<file path="src/rtl/uart_pkg.sv">
// Shared state encoding, parity-mode constants and parameter limits for the
// parameterised UART receiver.
package uart_pkg;

    typedef enum logic [2:0] {
        WAIT_HIGH = 3'd0,
        IDLE      = 3'd1,
        DATA      = 3'd2,
        PARITY    = 3'd3,
        STOP      = 3'd4
    } rx_state_t;

    localparam int PARITY_NONE = 0;
    localparam int PARITY_EVEN = 1;
    localparam int PARITY_ODD  = 2;

    localparam int MIN_DATA_BITS = 1;
    localparam int MAX_DATA_BITS = 16;
    localparam int MIN_STOP_BITS = 1;
    localparam int MAX_STOP_BITS = 2;

    // acc is the XOR of every data bit and the parity bit of one frame.
    function automatic logic parity_ok(input logic acc, input int mode);
        if (mode == PARITY_NONE) begin
            return 1'b1;
        end
        return (mode == PARITY_ODD) ? acc : ~acc;
    endfunction

endpackage

</file>
<file path="src/rtl/uart_rx_shifter.sv">
// Datapath of the receiver: LSB-first shift register, data-bit counter and
// running parity accumulator, all sequenced by the FSM in uart_rx_param.
module uart_rx_shifter
    import uart_pkg::*;
#(
    parameter int DATA_BITS = 8
) (
    input  logic                 clk,
    input  logic                 reset,
    input  logic                 clear,
    input  logic                 shift_en,
    input  logic                 parity_en,
    input  logic                 signal,
    output logic [DATA_BITS-1:0] shift_data,
    output logic                 last_bit,
    output logic                 parity_acc
);

    // Wide enough to hold DATA_BITS itself, so DATA_BITS=1 still works.
    localparam int CNT_W = $clog2(DATA_BITS) + 1;

    logic [DATA_BITS-1:0] shift_reg;
    logic [DATA_BITS-1:0] shift_next;
    logic [CNT_W-1:0]     bit_cnt_reg;
    logic [CNT_W-1:0]     bit_cnt_next;
    logic                 parity_reg;
    logic                 parity_next;

    // New bits enter at the MSB and walk down, so the first bit ends at bit 0.
    genvar gi;
    generate
        for (gi = 0; gi < DATA_BITS; gi++) begin : g_shift
            if (gi == DATA_BITS - 1) begin : g_msb
                assign shift_next[gi] = shift_en ? signal : shift_reg[gi];
            end else begin : g_lower
                assign shift_next[gi] = shift_en ? shift_reg[gi+1] : shift_reg[gi];
            end
        end
    endgenerate

    always_comb begin
        bit_cnt_next = bit_cnt_reg;
        parity_next  = parity_reg;
        if (clear) begin
            bit_cnt_next = '0;
            parity_next  = 1'b0;
        end else begin
            if (shift_en) begin
                bit_cnt_next = bit_cnt_reg + CNT_W'(1);
                parity_next  = parity_reg ^ signal;
            end
            if (parity_en) begin
                parity_next = parity_reg ^ signal;
            end
        end
    end

    always_ff @(posedge clk) begin
        if (reset) begin
            shift_reg   <= '0;
            bit_cnt_reg <= '0;
            parity_reg  <= 1'b0;
        end else begin
            shift_reg   <= shift_next;
            bit_cnt_reg <= bit_cnt_next;
            parity_reg  <= parity_next;
        end
    end

    assign shift_data = shift_reg;
    assign last_bit   = (bit_cnt_reg == CNT_W'(DATA_BITS - 1));
    assign parity_acc = parity_reg;

endmodule

</file>
<file path="src/rtl/uart_rx_param.sv">
// Parameterised UART receiver, one line bit per clock: frame FSM plus
// registered data/status outputs; datapath lives in uart_rx_shifter.
module uart_rx_param
    import uart_pkg::*;
#(
    parameter int DATA_BITS   = 8,
    parameter int PARITY_MODE = PARITY_EVEN,
    parameter int STOP_BITS   = 1
) (
    input  logic                 clk,
    input  logic                 reset,
    input  logic                 signal,
    output logic [DATA_BITS-1:0] rx_data,
    output logic                 valid,
    output logic                 parity_error,
    output logic                 framing_error
);

    generate
        if (DATA_BITS < MIN_DATA_BITS || DATA_BITS > MAX_DATA_BITS) begin : g_bad_data_bits
            $error("uart_rx_param: DATA_BITS must be 1..16");
        end
        if (PARITY_MODE != PARITY_NONE && PARITY_MODE != PARITY_EVEN &&
            PARITY_MODE != PARITY_ODD) begin : g_bad_parity_mode
            $error("uart_rx_param: PARITY_MODE must be 0, 1 or 2");
        end
        if (STOP_BITS < MIN_STOP_BITS || STOP_BITS > MAX_STOP_BITS) begin : g_bad_stop_bits
            $error("uart_rx_param: STOP_BITS must be 1..2");
        end
    endgenerate

    rx_state_t            state_reg;
    rx_state_t            state_next;
    logic                 stop_cnt_reg;
    logic                 stop_cnt_next;
    logic [DATA_BITS-1:0] rx_data_reg;
    logic                 valid_reg;
    logic                 valid_next;
    logic                 parity_error_reg;
    logic                 parity_error_next;
    logic                 framing_error_reg;
    logic                 framing_error_next;

    logic                 sh_clear;
    logic                 sh_shift;
    logic                 sh_parity;
    logic [DATA_BITS-1:0] sh_data;
    logic                 sh_last_bit;
    logic                 sh_parity_acc;
    logic                 parity_good;

    uart_rx_shifter #(
        .DATA_BITS (DATA_BITS)
    ) u_shifter (
        .clk        (clk),
        .reset      (reset),
        .clear      (sh_clear),
        .shift_en   (sh_shift),
        .parity_en  (sh_parity),
        .signal     (signal),
        .shift_data (sh_data),
        .last_bit   (sh_last_bit),
        .parity_acc (sh_parity_acc)
    );

    assign parity_good = parity_ok(sh_parity_acc, PARITY_MODE);

    always_ff @(posedge clk) begin
        if (reset) begin
            state_reg    <= WAIT_HIGH;
            stop_cnt_reg <= 1'b0;
        end else begin
            state_reg    <= state_next;
            stop_cnt_reg <= stop_cnt_next;
        end
    end

    always_comb begin
        state_next         = state_reg;
        stop_cnt_next      = stop_cnt_reg;
        valid_next         = 1'b0;
        parity_error_next  = 1'b0;
        framing_error_next = 1'b0;
        sh_clear           = 1'b0;
        sh_shift           = 1'b0;
        sh_parity          = 1'b0;
        case (state_reg)
            WAIT_HIGH: begin
                if (signal) begin
                    state_next = IDLE;
                end
            end
            IDLE: begin
                if (!signal) begin
                    state_next = DATA;
                    sh_clear   = 1'b1;
                end
            end
            DATA: begin
                sh_shift = 1'b1;
                if (sh_last_bit) begin
                    state_next    = (PARITY_MODE != PARITY_NONE) ? PARITY : STOP;
                    stop_cnt_next = 1'b0;
                end
            end
            PARITY: begin
                sh_parity     = 1'b1;
                state_next    = STOP;
                stop_cnt_next = 1'b0;
            end
            STOP: begin
                // A low stop bit wins over any parity verdict.
                if (!signal) begin
                    framing_error_next = 1'b1;
                    state_next         = WAIT_HIGH;
                end else if (stop_cnt_reg == 1'(STOP_BITS - 1)) begin
                    state_next = IDLE;
                    if (parity_good) begin
                        valid_next = 1'b1;
                    end else begin
                        parity_error_next = 1'b1;
                    end
                end else begin
                    stop_cnt_next = stop_cnt_reg + 1'b1;
                end
            end
            default: begin
                state_next = WAIT_HIGH;
            end
        endcase
    end

    always_ff @(posedge clk) begin
        if (reset) begin
            rx_data_reg       <= '0;
            valid_reg         <= 1'b0;
            parity_error_reg  <= 1'b0;
            framing_error_reg <= 1'b0;
        end else begin
            valid_reg         <= valid_next;
            parity_error_reg  <= parity_error_next;
            framing_error_reg <= framing_error_next;
            if (valid_next) begin
                rx_data_reg <= sh_data;
            end
        end
    end

    assign rx_data       = rx_data_reg;
    assign valid         = valid_reg;
    assign parity_error  = parity_error_reg;
    assign framing_error = framing_error_reg;

endmodule
</file>
<file path="config.mk">
export PLATFORM = sky130hd
export DESIGN_NAME = uart_rx_param
export DESIGN_NICKNAME = d
export VERILOG_FILES = /design/src/rtl/uart_pkg.sv /design/src/rtl/uart_rx_shifter.sv /design/src/rtl/uart_rx_param.sv
export SDC_FILE = /design/constraint.sdc
export NUM_CORES = 1
export LEC_CHECK = 0
export BUFFER_PORTS_ARGS = -buffer_cell sky130_fd_sc_hd__buf_2
export CORE_MARGIN = 1.5
export CORE_UTILIZATION = 59
export CTS_CLUSTER_DIAMETER = 150
export DETAILED_ROUTE_END_ITERATION = 10
export PLACE_DENSITY = 0.89
export SLEW_MARGIN = 20
export SYNTH_ARGS = -nofsm -noshare
export SYNTH_HDL_FRONTEND = slang
export SYNTH_HIERARCHICAL = 1
export SYNTH_SLANG_ARGS = --single-unit
</file>
<file path="constraint.sdc">
create_clock -name clk -period 3.59 [get_ports clk]
set_input_delay 0.5385 -clock clk [delete_from_list [all_inputs] [get_ports clk]]
set_output_delay 0.5385 -clock clk [all_outputs]
set_load 0.02 [all_outputs]
</file>
==> Yosys cells after proc, flatten, opt, wreduce, memory -nomap -nowiden <==
Cells that the tools add are included.
{ "word_totals": {"ff_bits": 28, "inputBits": 3, "out_inout_bits": 11, "wordCells": 53} }
{ "op_classes": {"add_sub_neg": 2, "n_eq_ne": 10, "muxes": 21, "bitwise": 3, "reduce_logical": 8} }
{ "op_table": {"columns": ["cell", "count"], "rows": [
  ["3-bit two-way mux", 5],
  ["3-bit case mux with 5 select lines", 1],
  ["1-bit two-way mux", 14],
  ["2-bit inequality test, second input constant", 4],
  ["3-bit by 2-bit equality test with 1-bit output, second input constant", 2],
  ["4-bit by 1-bit adder with 4-bit output, second input constant", 1],
  ["4-bit by 3-bit equality test with 1-bit output, second input constant", 1],
  ["4-bit AND reduction", 1],
  ["2-bit OR reduction", 2],
  ["4-bit OR reduction", 1],
  ["3-bit by 1-bit equality test with 1-bit output, second input constant", 1],
  ["3-bit equality test, second input constant", 1],
  ["3-bit zero test", 1],
  ["3-bit inequality test, second input constant", 1],
  ["1-bit case mux with 3 select lines", 1],
  ["3-bit AND reduction", 1],
  ["3-bit nonzero test", 1],
  ["1-bit inverter", 2],
  ["2-bit nonzero test", 1],
  ["1-bit adder, second input constant", 1],
  ["1-bit bitwise XOR", 1]
]} }

==> Depth between registers and ports, before layout <==
{ "logic_depth": {"depth_word": 4, "ltp_mapped": 5, "depth_no_buf": 5} }

==> By module <==
Netlist, hierarchy kept.
{ "by_module_without_submodules": {"columns": ["mod", "n_inst", "cells_per_inst", "area_per_inst_um2", "seq_area_each_um2"], "rows": [
  ["uart_rx_param", 1, 61, 601.8, 280.3],
  ["uart_rx_shifter", 1, 50, 571.8, 260.2]
]} }

==> Least setup slack after synthesis <==
No wires, ideal clock.
{ "synth_timing": {"path_kind": "input to register", "from": "input signal", "to": "register u_shifter.bit_cnt_reg[3]", "setup_time_ns": 0.121, "arrival_time_ns": 1.286, "required_ns": 3.469, "slack_ns": 2.183, "cell_stages": 5, "path_buffers": 0, "path_cell_list": "nor2_1 -> nand2_1 -> nor2_1 -> nor3b_1 -> mux2_4"} }
{ "synth_between": {"elab_chain_len": 3} }
{ "synth_lines": {"columns": ["item", "line_no", "rtl"], "rows": [
  ["start, declared", "uart_rx_param.sv:12", "input logic signal,"],
  ["1-bit two-way mux", "uart_rx_param.sv:94", "if (!signal) begin"],
  ["1-bit two-way mux", "uart_rx_param.sv:87", "case (state_reg)"],
  ["net sh_clear", "uart_rx_param.sv:44", "logic sh_clear;"],
  ["2-bit OR reduction (no line)", null, null],
  ["end signal, assigned", "uart_rx_shifter.sv:65", "bit_cnt_reg <= bit_cnt_next;"],
  ["end, declared", "uart_rx_shifter.sv:24", "logic [CNT_W-1:0] bit_cnt_reg;"]
]} }
The timed path passes the listed nets, and every way through them passes these cells.
A chain may end at the register's enable or synchronous reset.

==> Final worst setup path <==
{ "layout_timing": {"from": "register state_reg[1]", "to": "register u_shifter.bit_cnt_reg[3]"} }
{ "layout_between": {"elab_cells_between_ends": 5, "classes_between": "eq/ne (2); mux (2); reduce/logical (1)"} }
{ "layout_rtl": {"columns": ["item", "line_no", "rtl"], "rows": [
  ["start, declared", "uart_rx_param.sv:32", "rx_state_t state_reg;"],
  ["start signal, assigned", "uart_rx_param.sv:73", "state_reg <= state_next;"],
  ["3-bit by 2-bit equality test with 1-bit output", "uart_rx_param.sv:87", null],
  ["1-bit two-way mux", "uart_rx_param.sv:87", null],
  ["net sh_shift", "uart_rx_param.sv:45", "logic sh_shift;"]
]} }
The timed path passes the listed nets, and every way through them passes these cells.

==> results.cfg <==
[outcome]
status = completed

[route]
viasPerCell = 5.101
ant_nets = 0
vias = 755
route.detailed.drc = 0
drt_iter0_drc = 9
avgRoutedWirePerCell_microns = 12.30
dr.pass1.iters = 4
wl_microns = 1821

[worst_setup_path]
reg2regPathDepth = 4
startpoint_type = flop
r2r_slack_ps = 2150
cp_max_fo = 14
crit_chain = nor3b_2, buf_4, nand4_2, mux2_4
critPathRequiredTime_ps = 3810
slowest_stage = dfxtp_1
r2r-end = u_shifter/bit_cnt_reg[3]$_SDFFE_PP0P_
worstPathArrival_ps = 1660
critPathMaxStageDelay_ps = 440
rr_startpoint = state_reg[1]$_SDFFE_PP0P_
critPathKind = reg -> reg
critPathCaptureType = flop

[final_layout]
fin_nets = 128
area_delta_synth_final_pct = 6.397
diodes = 0
postLayoutCoreUtil = 0.6931
layout-drive-gt1-share = 0.2358
layout_commonest_cell = dfxtp_1
layout_common_cells = dfxtp_1 (27), mux2i_1 (17), nand2b_1 (16)

[min_path]
hp-start = rx_data[2]$_SDFFE_PP0P_
hold_path_end = rx_data[2]$_SDFFE_PP0P_
holdPathStages = 2
hp-class = reg -> reg

[yosys]
synth_fp_nets = 115
synthMuxAreaShare = 0.1674
avgSynthCellArea_sq_um = 10.57
synth_seq_cells = 27
synth_flop_cell = dfxtp_1
synth_edf_count = 0
synth_cell_types = 31
synth_compound_area_frac = 0.03838
synthAdderAreaFrac = 0.01066
async_flop_share = 0
synth_xor_area_frac = 0.007463
yosys_warnings = 6
syn_inst = 111
synth_top_family_by_area = simple AND/OR/NAND/NOR gates
yosysSeqAreaShare = 0.4606
synthesis.area_sq_um = 1174
yosys.area_share.simple = 0.2601

[global_route]
grt_pass1_vias = 674
gr-total-overflow = 0
gr-usage-all-layers = 0.1885
grt_pass1_wl_microns = 2898
grt_max_degree = 35
grt_antenna_before_repair = 0

[sta]
worstMarginPinSlew_ps = 493.9
period_share = 0.4016
slew_headroom = 0.6707
clock.fmax_mhz = 693.7
finalSetupViolations = 0
slew_viol_final = 0
grt_setup_unrepaired = no
setup_tns_ps = 0
fin_skew_ps = 4.057
fin_crit_ps = 1442
hold_viol = 0

[floorplanning]
start_util = 0.6514
die_y_microns = 47.60
rows = 15
die_w_microns = 47.60
coreArea_sq_um = 1802
die-area_sq_um = 2266
io-pin-count = 14

[clock_tree]
cts_tree = done
cts_buffer_depth = 2
htree_levels = 1
root_buffer = clkbuf_4
cts_inserted_buffers = 3
cts-resized-gates = 0
cts_num_sinks = 27
clk_pin_slew_worst_paths_ps = 140
post_cts_buffers = 0
insertion_delay_ps = 320
hold_buffers = 0

[power]
power_density_nw_per_um2 = 376.8
p_leak_nw = 0.4958
ir_drop_v = 0.0002430

[placement]
io_buffer_count = 13
place_congestion = 0.7973
post-dp-hpwl_microns = 1302

[run]
drv_cap = 0
==> how the worst max path moves through the flow <==
| stage | startpoint | to | cells after the start |
|---|---|---|---|
| floorplan | signal | u_shifter/bit_cnt_reg[3]$_SDFFE_PP0P_ | 5 |
| global placement | signal | u_shifter/bit_cnt_reg[3]$_SDFFE_PP0P_ | 6 |
| detailed placement | signal | rx_data[1]$_SDFFE_PP0P_ | 4 |
| CTS | state_reg[1]$_SDFFE_PP0P_ | u_shifter/bit_cnt_reg[3]$_SDFFE_PP0P_ | 4 |
| global route | state_reg[1]$_SDFFE_PP0P_ | u_shifter/parity_acc$_SDFFE_PP0P_ | 5 |
| finish | state_reg[1]$_SDFFE_PP0P_ | u_shifter/bit_cnt_reg[3]$_SDFFE_PP0P_ | 4 |
==> power breakdown <==
part	switching, mW	total (mW)	internal (mW)
clock network	0.0844	0.126	0.0417
logic	0.0189	0.0347	0.0157
registers	0.00583	0.310	0.304
==> per-stage QoR <==
stage	instances	hold WS, ps	power [mW]	worst slack, ps	area (sq um)
6_report	148	478.4	0.4706	2148	1249
4_1_cts	148	481.7	0.4720	2161	1249
5_1_grt	148	510.0	0.4913	1998	1249
3_5_place_dp	144	460.8	0.3505	1871	1221
3_3_place_gp	144	456.5	0.3490	1941	1221
2_1_floorplan	111	435.0	0.3473	2183	1174
==> cell families (layout without fill, tap and decap cells) <==
kind of cell | after synthesis | count (layout)
muxes | 19 | 19
adders and majority gates | 1 | 1
and+or+nand+nor | 50 | 50
DFF | 27 | 27
AOI/OAI and AO/OA | 6 | 6
xor gates and xnor gates | 1 | 1
buffers and inverters | 7 | 19
==> layout make-up <==
class                           count  area [sq um]
Timing Repair Buffer               14         72.57
Tap cell                           25         31.28
Clock inverter                      1         5.005
Sequential cell                    27         540.5
Inverter                            1         3.754
Clock buffer                        3         22.52
Fill cell                         143         553.0
Multi-Input combinational cell     77         573.1
==> routing by layer <==
layer	vias up	share of wire	routed length (microns)	global-route usage
li1	398	-	-	-
met1	339	0.49	890	0.2354
met2	14	0.47	849	0.3108
met3	4	0.026	47	0.03396
met4	0	0.018	33	0.09730
met5	-	0	0	0
==> synthesized netlist by cell type (2+ instances only) <==
cell type | number | area share
nor2_1 | 14 | 0.045
buf_6 | 3 | 0.029
dfxtp_1 | 27 | 0.46
nand2b_1 | 16 | 0.085
mux2i_1 | 17 | 0.14
nor3_2 | 2 | 0.017
clkbuf_1 | 2 | 0.0064
nand2_1 | 4 | 0.013
nor3b_1 | 4 | 0.026
==> worst max-delay path: cells and delay by family, from the launching register on <==
kind	cells	cell delay, ps
DFF	1	440
and+or+nand+nor	2	320
muxes	1	320
buffers and inverters	1	270
(Power assumes the default switching activity.)
